### config.mk
export PLATFORM = sky130hd
export DESIGN_NAME = mdl_timinggen_p_flat
export DESIGN_NICKNAME = d
export VERILOG_FILES = /design/src/rtl/ika2151_timing_pkg.sv /design/src/rtl/mdl_timinggen_p_if.sv /design/src/rtl/mdl_rstsync.sv /design/src/rtl/mdl_timinggen_p.sv /design/src/flat_wrapper.sv
export SDC_FILE = /design/constraint.sdc
export NUM_CORES = 1
export LEC_CHECK = 0
export CORE_MARGIN = 2
export CORE_UTILIZATION = 40
export CTS_BUF_LIST = sky130_fd_sc_hd__clkbuf_16
export DETAILED_ROUTE_END_ITERATION = 6
export PLACE_DENSITY = 0.79
export SYNTH_ARGS = -nofsm -noshare
export SYNTH_HDL_FRONTEND = slang
export SYNTH_HIERARCHICAL = 1
export SYNTH_SLANG_ARGS = --single-unit
export TNS_END_PERCENT = 20
### constraint.sdc
create_clock -name i_EMUCLK -period 2.4 [get_ports i_EMUCLK]
set_input_delay 0.48 -clock i_EMUCLK [delete_from_list [all_inputs] [get_ports i_EMUCLK]]
set_output_delay 0.48 -clock i_EMUCLK [all_outputs]
set_load 0.02 [all_outputs]
### src/rtl/ika2151_timing_pkg.sv
// ---------------------------------------------------------------------------
// ika2151_timing_pkg
//   Shared constants and helpers for the slot/phase timing generator.
//   - OPM_* : default OPM timing (32 slots, SH and cycle-strobe positions)
//   - slot_dec_t : bundle of per-slot decode strobes kept in one register
//   - slot_width() : counter width for a given slot modulus
//   - in_window()  : modular window test used by the SH decodes
// ---------------------------------------------------------------------------
package ika2151_timing_pkg;

  localparam int OPM_SLOTS     = 32;
  localparam int OPM_PHI_DIV   = 2;
  localparam int OPM_SH1_START = 0;
  localparam int OPM_SH2_START = 16;
  localparam int OPM_SH_LEN    = 8;
  localparam int OPM_CYC_A0    = 12;
  localparam int OPM_CYC_A1    = 28;
  localparam int OPM_CYC_B0    = 5;
  localparam int OPM_CYC_B1    = 22;

  typedef struct packed {
    logic sh1;
    logic sh2;
    logic cyc_a;
    logic cyc_b_n;
    logic cyc_byte;
    logic frame;
  } slot_dec_t;

  function automatic int slot_width(input int n);
    return (n <= 2) ? 1 : $clog2(n);
  endfunction

  // True when slot lies in [start, start+len) taken modulo the slot count.
  // slot and start%modulus are both in 0..modulus-1, so one wrap-add suffices.
  function automatic logic in_window(input int slot, input int start,
                                     input int len, input int modulus);
    int d;
    d = slot - (start % modulus);
    if (d < 0) d = d + modulus;
    return (d < len);
  endfunction

endpackage

### src/rtl/mdl_timinggen_p_if.sv
// ---------------------------------------------------------------------------
// mdl_timinggen_p_if
//   Signal bundle between the timing generator and its consumers.
//   master : the generator (takes phiM enable / resync, drives all strobes)
//   slave  : a consumer or stimulus source (the reverse directions)
//   SLOT_W : width of o_SLOT, must equal slot_width(SLOTS) of the generator
// ---------------------------------------------------------------------------
interface mdl_timinggen_p_if #(
  parameter int SLOT_W = 5
);
  logic              i_phiM_PCEN_n;
  logic              i_SYNC_n;
  logic              o_MRST_n;
  logic              o_phi1;
  logic              o_phi1_PCEN_n;
  logic              o_phi1_NCEN_n;
  logic [SLOT_W-1:0] o_SLOT;
  logic              o_SH1;
  logic              o_SH2;
  logic              o_CYCLE_A;
  logic              o_CYCLE_B_n;
  logic              o_CYCLE_BYTE;
  logic              o_FRAME;

  modport master (
    input  i_phiM_PCEN_n, i_SYNC_n,
    output o_MRST_n, o_phi1, o_phi1_PCEN_n, o_phi1_NCEN_n, o_SLOT,
           o_SH1, o_SH2, o_CYCLE_A, o_CYCLE_B_n, o_CYCLE_BYTE, o_FRAME
  );

  modport slave (
    output i_phiM_PCEN_n, i_SYNC_n,
    input  o_MRST_n, o_phi1, o_phi1_PCEN_n, o_phi1_NCEN_n, o_SLOT,
           o_SH1, o_SH2, o_CYCLE_A, o_CYCLE_B_n, o_CYCLE_BYTE, o_FRAME
  );
endinterface

### src/rtl/mdl_rstsync.sv
// ---------------------------------------------------------------------------
// mdl_rstsync
//   Two-flop reset synchroniser: asserts asynchronously with arst_n low,
//   releases on the second clk rising edge after arst_n goes high.
//   clk        in  clock
//   arst_n     in  asynchronous active-low reset
//   rst_sync_n out synchronised active-low reset
// ---------------------------------------------------------------------------
module mdl_rstsync (
  input  logic clk,
  input  logic arst_n,
  output logic rst_sync_n
);
  logic [1:0] sync_reg;

  always_ff @(posedge clk or negedge arst_n) begin
    if (!arst_n) begin
      sync_reg <= 2'b00;
    end else begin
      sync_reg <= {sync_reg[0], 1'b1};
    end
  end

  assign rst_sync_n = sync_reg[1];
endmodule

### src/rtl/mdl_timinggen_p.sv
// ---------------------------------------------------------------------------
// mdl_timinggen_p
//   Parametrised slot/phase timing generator. Divides the phiM tick enable
//   down to phi1 (with one-cycle rise/fall enables), runs a slot counter of
//   SLOTS positions advancing on each phi1 rise, and produces registered
//   SH1/SH2, cycle and frame strobes that always match the current slot.
//   A resync input reloads slot 0 at a phi1 rise for multi-chip alignment.
// Ports
//   i_EMUCLK  in  master clock, all flops on the rising edge
//   i_IC_n    in  asynchronous active-low reset
//   bus       master modport of mdl_timinggen_p_if:
//               i_phiM_PCEN_n, i_SYNC_n in; phi1, enables, slot, strobes out
// ---------------------------------------------------------------------------
module mdl_timinggen_p
  import ika2151_timing_pkg::*;
#(
  parameter int SLOTS     = OPM_SLOTS,
  parameter int PHI_DIV   = OPM_PHI_DIV,
  parameter int SH1_START = OPM_SH1_START,
  parameter int SH2_START = OPM_SH2_START,
  parameter int SH_LEN    = OPM_SH_LEN,
  parameter int CYC_A0    = OPM_CYC_A0,
  parameter int CYC_A1    = OPM_CYC_A1,
  parameter int CYC_B0    = OPM_CYC_B0,
  parameter int CYC_B1    = OPM_CYC_B1
) (
  input  logic              i_EMUCLK,
  input  logic              i_IC_n,
  mdl_timinggen_p_if.master bus
);

  localparam int W  = slot_width(SLOTS);
  localparam int PW = (PHI_DIV > 1) ? $clog2(PHI_DIV) : 1;
  localparam logic [PW-1:0] PRESC_LAST = PW'(PHI_DIV - 1);
  localparam logic [W-1:0]  SLOT_LAST  = W'(SLOTS - 1);

  // ---- parameter sanity --------------------------------------------------
  if (SLOTS < 16 || SLOTS > 64) begin : g_chk_slots
    $error("mdl_timinggen_p: SLOTS=%0d out of range 16..64", SLOTS);
  end
  if (PHI_DIV < 1) begin : g_chk_div
    $error("mdl_timinggen_p: PHI_DIV=%0d must be >= 1", PHI_DIV);
  end
  if (SH_LEN == 0 || SH_LEN >= SLOTS) begin : g_chk_shlen
    $error("mdl_timinggen_p: SH_LEN=%0d must be 1..SLOTS-1", SH_LEN);
  end
  if (CYC_A0 >= SLOTS || CYC_A1 >= SLOTS || CYC_B0 >= SLOTS || CYC_B1 >= SLOTS) begin : g_chk_cyc
    $error("mdl_timinggen_p: a CYC_* position is >= SLOTS=%0d", SLOTS);
  end

  // ---- slot decode -------------------------------------------------------
  function automatic slot_dec_t decode(input logic [W-1:0] s);
    slot_dec_t d;
    int        si;
    si         = int'(s);
    d.sh1      = in_window(si, SH1_START, SH_LEN, SLOTS);
    d.sh2      = in_window(si, SH2_START, SH_LEN, SLOTS);
    d.cyc_a    = (si == CYC_A0) || (si == CYC_A1);
    d.cyc_b_n  = !((si == CYC_B0) || (si == CYC_B1));
    d.cyc_byte = (s[2:0] == 3'd7);
    d.frame    = (si == SLOTS - 1);
    return d;
  endfunction

  // Reset value of the decode register is whatever slot 0 decodes to, so
  // the strobes are consistent with o_SLOT even while held in reset.
  localparam slot_dec_t DEC_RST = decode(W'(0));

  // ---- reset synchroniser ------------------------------------------------
  logic rst_sync_n;

  mdl_rstsync u_rstsync (
    .clk        (i_EMUCLK),
    .arst_n     (i_IC_n),
    .rst_sync_n (rst_sync_n)
  );

  // ---- state -------------------------------------------------------------
  logic [PW-1:0] presc_reg;
  logic          phi1_reg;
  logic          mrst_n_reg;
  logic [W-1:0]  slot_reg;
  slot_dec_t     dec_reg;

  logic          tick;
  logic          presc_wrap;
  logic          pcen;
  logic          ncen;
  logic [W-1:0]  slot_next;

  always_comb begin
    tick       = rst_sync_n & ~bus.i_phiM_PCEN_n;
    presc_wrap = tick && (presc_reg == PRESC_LAST);
    pcen       = presc_wrap & ~phi1_reg;
    ncen       = presc_wrap &  phi1_reg;

    // Until the first phi1 rise after release has set mrst_n_reg the counter
    // is pinned at 0; counting starts on the rise after that.
    slot_next = '0;
    if (mrst_n_reg && bus.i_SYNC_n && (slot_reg != SLOT_LAST)) begin
      slot_next = slot_reg + W'(1);
    end
  end

  // Prescaler and phi1: frozen whenever there is no phiM tick.
  always_ff @(posedge i_EMUCLK or negedge i_IC_n) begin
    if (!i_IC_n) begin
      presc_reg <= '0;
      phi1_reg  <= 1'b0;
    end else if (tick) begin
      if (presc_wrap) begin
        presc_reg <= '0;
        phi1_reg  <= ~phi1_reg;
      end else begin
        presc_reg <= presc_reg + PW'(1);
      end
    end
  end

  // Slot counter, master reset and decode strobes all update on phi1 rise.
  // The decode is taken from the value being loaded, not from slot_reg, so
  // the registered strobes and o_SLOT change on the same edge.
  always_ff @(posedge i_EMUCLK or negedge i_IC_n) begin
    if (!i_IC_n) begin
      mrst_n_reg <= 1'b0;
      slot_reg   <= '0;
      dec_reg    <= DEC_RST;
    end else if (pcen) begin
      mrst_n_reg <= 1'b1;
      slot_reg   <= slot_next;
      dec_reg    <= decode(slot_next);
    end
  end

  // ---- outputs -----------------------------------------------------------
  assign bus.o_MRST_n      = mrst_n_reg;
  assign bus.o_phi1        = phi1_reg;
  assign bus.o_phi1_PCEN_n = ~pcen;
  assign bus.o_phi1_NCEN_n = ~ncen;
  assign bus.o_SLOT        = slot_reg;
  assign bus.o_SH1         = dec_reg.sh1;
  assign bus.o_SH2         = dec_reg.sh2;
  assign bus.o_CYCLE_A     = dec_reg.cyc_a;
  assign bus.o_CYCLE_B_n   = dec_reg.cyc_b_n;
  assign bus.o_CYCLE_BYTE  = dec_reg.cyc_byte;
  assign bus.o_FRAME       = dec_reg.frame;

endmodule

### src/flat_wrapper.sv
// flat-port wrapper written by rule: the top's interface ports become plain ports
module mdl_timinggen_p_flat import ika2151_timing_pkg::*;
#(
  parameter int SLOTS     = OPM_SLOTS,
  parameter int PHI_DIV   = OPM_PHI_DIV,
  parameter int SH1_START = OPM_SH1_START,
  parameter int SH2_START = OPM_SH2_START,
  parameter int SH_LEN    = OPM_SH_LEN,
  parameter int CYC_A0    = OPM_CYC_A0,
  parameter int CYC_A1    = OPM_CYC_A1,
  parameter int CYC_B0    = OPM_CYC_B0,
  parameter int CYC_B1    = OPM_CYC_B1
)
  (i_EMUCLK, i_IC_n, bus_i_phiM_PCEN_n, bus_i_SYNC_n, bus_o_MRST_n, bus_o_phi1, bus_o_phi1_PCEN_n, bus_o_phi1_NCEN_n, bus_o_SLOT, bus_o_SH1, bus_o_SH2, bus_o_CYCLE_A, bus_o_CYCLE_B_n, bus_o_CYCLE_BYTE, bus_o_FRAME);
  mdl_timinggen_p_if #(.SLOT_W(5)) bus_i ();
  input  logic i_EMUCLK;
  input  logic i_IC_n;
  input wire logic [$bits(bus_i.i_phiM_PCEN_n)-1:0] bus_i_phiM_PCEN_n;
  input wire logic [$bits(bus_i.i_SYNC_n)-1:0] bus_i_SYNC_n;
  output wire logic [$bits(bus_i.o_MRST_n)-1:0] bus_o_MRST_n;
  output wire logic [$bits(bus_i.o_phi1)-1:0] bus_o_phi1;
  output wire logic [$bits(bus_i.o_phi1_PCEN_n)-1:0] bus_o_phi1_PCEN_n;
  output wire logic [$bits(bus_i.o_phi1_NCEN_n)-1:0] bus_o_phi1_NCEN_n;
  output wire logic [$bits(bus_i.o_SLOT)-1:0] bus_o_SLOT;
  output wire logic [$bits(bus_i.o_SH1)-1:0] bus_o_SH1;
  output wire logic [$bits(bus_i.o_SH2)-1:0] bus_o_SH2;
  output wire logic [$bits(bus_i.o_CYCLE_A)-1:0] bus_o_CYCLE_A;
  output wire logic [$bits(bus_i.o_CYCLE_B_n)-1:0] bus_o_CYCLE_B_n;
  output wire logic [$bits(bus_i.o_CYCLE_BYTE)-1:0] bus_o_CYCLE_BYTE;
  output wire logic [$bits(bus_i.o_FRAME)-1:0] bus_o_FRAME;
  assign bus_i.i_phiM_PCEN_n = bus_i_phiM_PCEN_n;
  assign bus_i.i_SYNC_n = bus_i_SYNC_n;
  assign bus_o_MRST_n = bus_i.o_MRST_n;
  assign bus_o_phi1 = bus_i.o_phi1;
  assign bus_o_phi1_PCEN_n = bus_i.o_phi1_PCEN_n;
  assign bus_o_phi1_NCEN_n = bus_i.o_phi1_NCEN_n;
  assign bus_o_SLOT = bus_i.o_SLOT;
  assign bus_o_SH1 = bus_i.o_SH1;
  assign bus_o_SH2 = bus_i.o_SH2;
  assign bus_o_CYCLE_A = bus_i.o_CYCLE_A;
  assign bus_o_CYCLE_B_n = bus_i.o_CYCLE_B_n;
  assign bus_o_CYCLE_BYTE = bus_i.o_CYCLE_BYTE;
  assign bus_o_FRAME = bus_i.o_FRAME;
  mdl_timinggen_p #(.SLOTS(SLOTS), .PHI_DIV(PHI_DIV), .SH1_START(SH1_START), .SH2_START(SH2_START), .SH_LEN(SH_LEN), .CYC_A0(CYC_A0), .CYC_A1(CYC_A1), .CYC_B0(CYC_B0), .CYC_B1(CYC_B1)) u_core (.i_EMUCLK(i_EMUCLK), .i_IC_n(i_IC_n), .bus(bus_i));
endmodule
==> run metrics <==
TritonCTS Sinks 16; final core utilization 59.8%; final WL 1.49 mm; Largest register FFs 5; final worst hold slack 345 ps; Reg2Reg Depth 6; number of flops mapped to enable cells by yosys 0; compound-cell area share of the yosys netlist 14.5%; # diodes 0; Detailed Routing Iterations Pass 1 4; total of max-cap violations 0; fin crit share 91.0%; Hold Violations, Final 0; first-pass GRT wire length 2.43 mm; CORE AREA 0.00176 mm^2; CP max stage delay 620 ps; Static Leakage 0.470 nW; ys flop type dfrtp_1; Slew HR 54.5%; Seq/Total Area, Yosys 52.6%; CP max-delay cell clkdlybuf4s50_1; CP Capture Type output pin; Synth Net Count 72; commonest non-fill, non-tap cells in the layout clkdlybuf4s50_1, dfrtp_1, nand2_1; commonest non-fill, non-tap cell in the layout clkdlybuf4s50_1; vias per cell 5.05; sequence of cells on the critical path clkdlybuf4s50_1 > nand4b_1 > clkdlybuf4s50_1; Max Fclk 458 MHz; clk slew on worst S/H paths 50 ps; placed cell areas 973 um^2; CTS Hold Bufs 0; Overflow after GRT 0; Setup Crit Path Kind in -> out; xor/xnor share of the synthesized area 4.58%; # H-tree levels 1; cts bufs inserted 3; Net Sw Power 0.324 mW; RSZ-0062 raised after global routing false; Hold Path Depth 0; root buf cell clkbuf_16; combinational power share 32.6%; hold path startpoint u_core/u_rstsync/sync_reg[0]$_DFF_PN0_; status complete, no violations; die height 47.8 um; Yosys reg bits 16; Layout area overhead 37.7%; port buffer count 18; Required @ worst endpoint 1920 ps; Async SR Flop Fraction 100%; clk_lat worst skew 250 ps; post-route ant nets 0; Tot GR Track Use 16.0%; clock share of power 31.3%; Ys Warns 6; HP Class reg -> reg; # nets final 96; Buf/Inv on CP 2; sequential share of power 36.2%; via count 576; CP startpoint bus_i_phiM_PCEN_n; Mean Syn Cell Area 11.6 um^2; mux contribution to synthesized area 1.31%; Syn Inst Count 66; Initial Util 43.4%; GPL Wtd Cong 0.751; 1st-iter DRT viols 4; Die W 47.8 um; setup TNS 0 ps; reg2reg start u_core/bus.o_SLOT[1]$_DFFE_PN0P_; Finished Cell Area 0.00105 mm^2; Top delay family on crit path buffers and inverters; WP data arrival 1700 ps; Crit path top cell by count clkdlybuf4s50_1; Int Power 0.701 mW; Slew @ Worst Pin 680 ps; post-synth cell types 31; crit path launch type primary input; CTS tree built; Max Slew Vio Count 0; number of antenna violations at the first check in global routing 0; DPL Wire Length 1.11 mm; number of fill cells 156; row cnt 15; final std cells w/o fill 114; pin count of the biggest net entering global routing 17; power density cells 972 mW/mm^2; Pwr Total 1.03 mW; Synth Area in Simple Gates 17.6%; Post-Synth Adder-Cell Area 3.27%; share of cells above drive strength 1 15.7%; clk buf depth 2; synthesized cell area 766 um^2; switch share 31.6%; vias in the first global route 538; Tmin final 2180 ps; Die Footprint 0.00228 mm^2; post-route setup slack 216 ps; CP max FO 3; setup violators final 0; Peak VDD IR 0.423 mV; Worst path depth 3; DRC viols 0; Post-Place Worst Slack 40.3 ps; io pins 19; Fin Clk Skew 2.63 ps; wire per inst 13.1 um; largest family of logic cells by synthesized area simple AND/OR/NAND/NOR gates; placed insts 110
-- layer usage --
layer / wire length [um] / GRT usage (%)
met1: 657 / 18.4
met2: 756 / 26.9
met3: 31 / 2.26
met4: 42 / 11.4
met5: 0 / 0
-- cells in the mapped netlist, types with 2 or more instances --
library cell  number  area [um^2]
dfrtp_1           14          350
nand2_1            9         33.8
o21ai_0            5         25.0
and3_1             2         12.5
dfstp_2            2         52.6
ha_1               2         25.0
inv_1              2         7.51
nand2b_1           2         12.5
nand3_1            2         10.0
nand4b_1           2         17.5
o31ai_1            2         15.0
xnor2_1            2         17.5
xor2_1             2         17.5
-- final timing paths --
check,to,slack (ps)
max,bus_o_phi1_NCEN_n,220
min,u_core/u_rstsync/sync_reg[1]$_DFF_PN0_,350
max reg2reg,u_core/bus.o_CYCLE_B_n$_DFFE_PN1P_,510
min reg2reg,u_core/u_rstsync/sync_reg[1]$_DFF_PN0_,350
max in group asynchronous,u_core/bus.o_SLOT[2]$_DFFE_PN0P_,1320
min in group asynchronous,u_core/presc_reg$_DFFE_PN0P_,650
-- what timing repair did --
item                                    in CTS  in global routing
resized for setup                            0                  1
endpoints found under the hold margin        0                  0
setup buffers                                0                  0
endpoints found under the setup margin       0                  1
-- power by group through the flow --
stage          clock (mW)  sequential, mW  combinational, mW
2_1_floorplan           0           0.427              0.146
3_3_place_gp            0           0.371              0.329
3_5_place_dp            0           0.374              0.336
4_1_cts             0.330           0.370              0.337
5_1_grt             0.339           0.379              0.371
6_report            0.320           0.371              0.334
-- area by class of cell --
class | instances | area, um^2 | share of cell area [%]
clock buffer | 3 | 75.1 | 7.12
clock inverter | 1 | 3.75 | 0.356
multi-input combinational | 45 | 320 | 30.4
sequential | 16 | 403 | 38.2
tap | 25 | 31.3 | 2.97
timing repair buffer | 21 | 205 | 19.5
inverter | 3 | 16.3 | 1.54
-- cells by family after synthesis --
family | Yosys count
adder cells (fa/ha/maj) | 2
AO/OA/AOI/OAI | 14
flip-flops | 16
buffers and inverters | 5
AND/OR/NAND/NOR | 23
XOR/XNOR | 4
other | 1
multiplexers | 1
No activity file was read; power rests on OpenSTA's default activity.
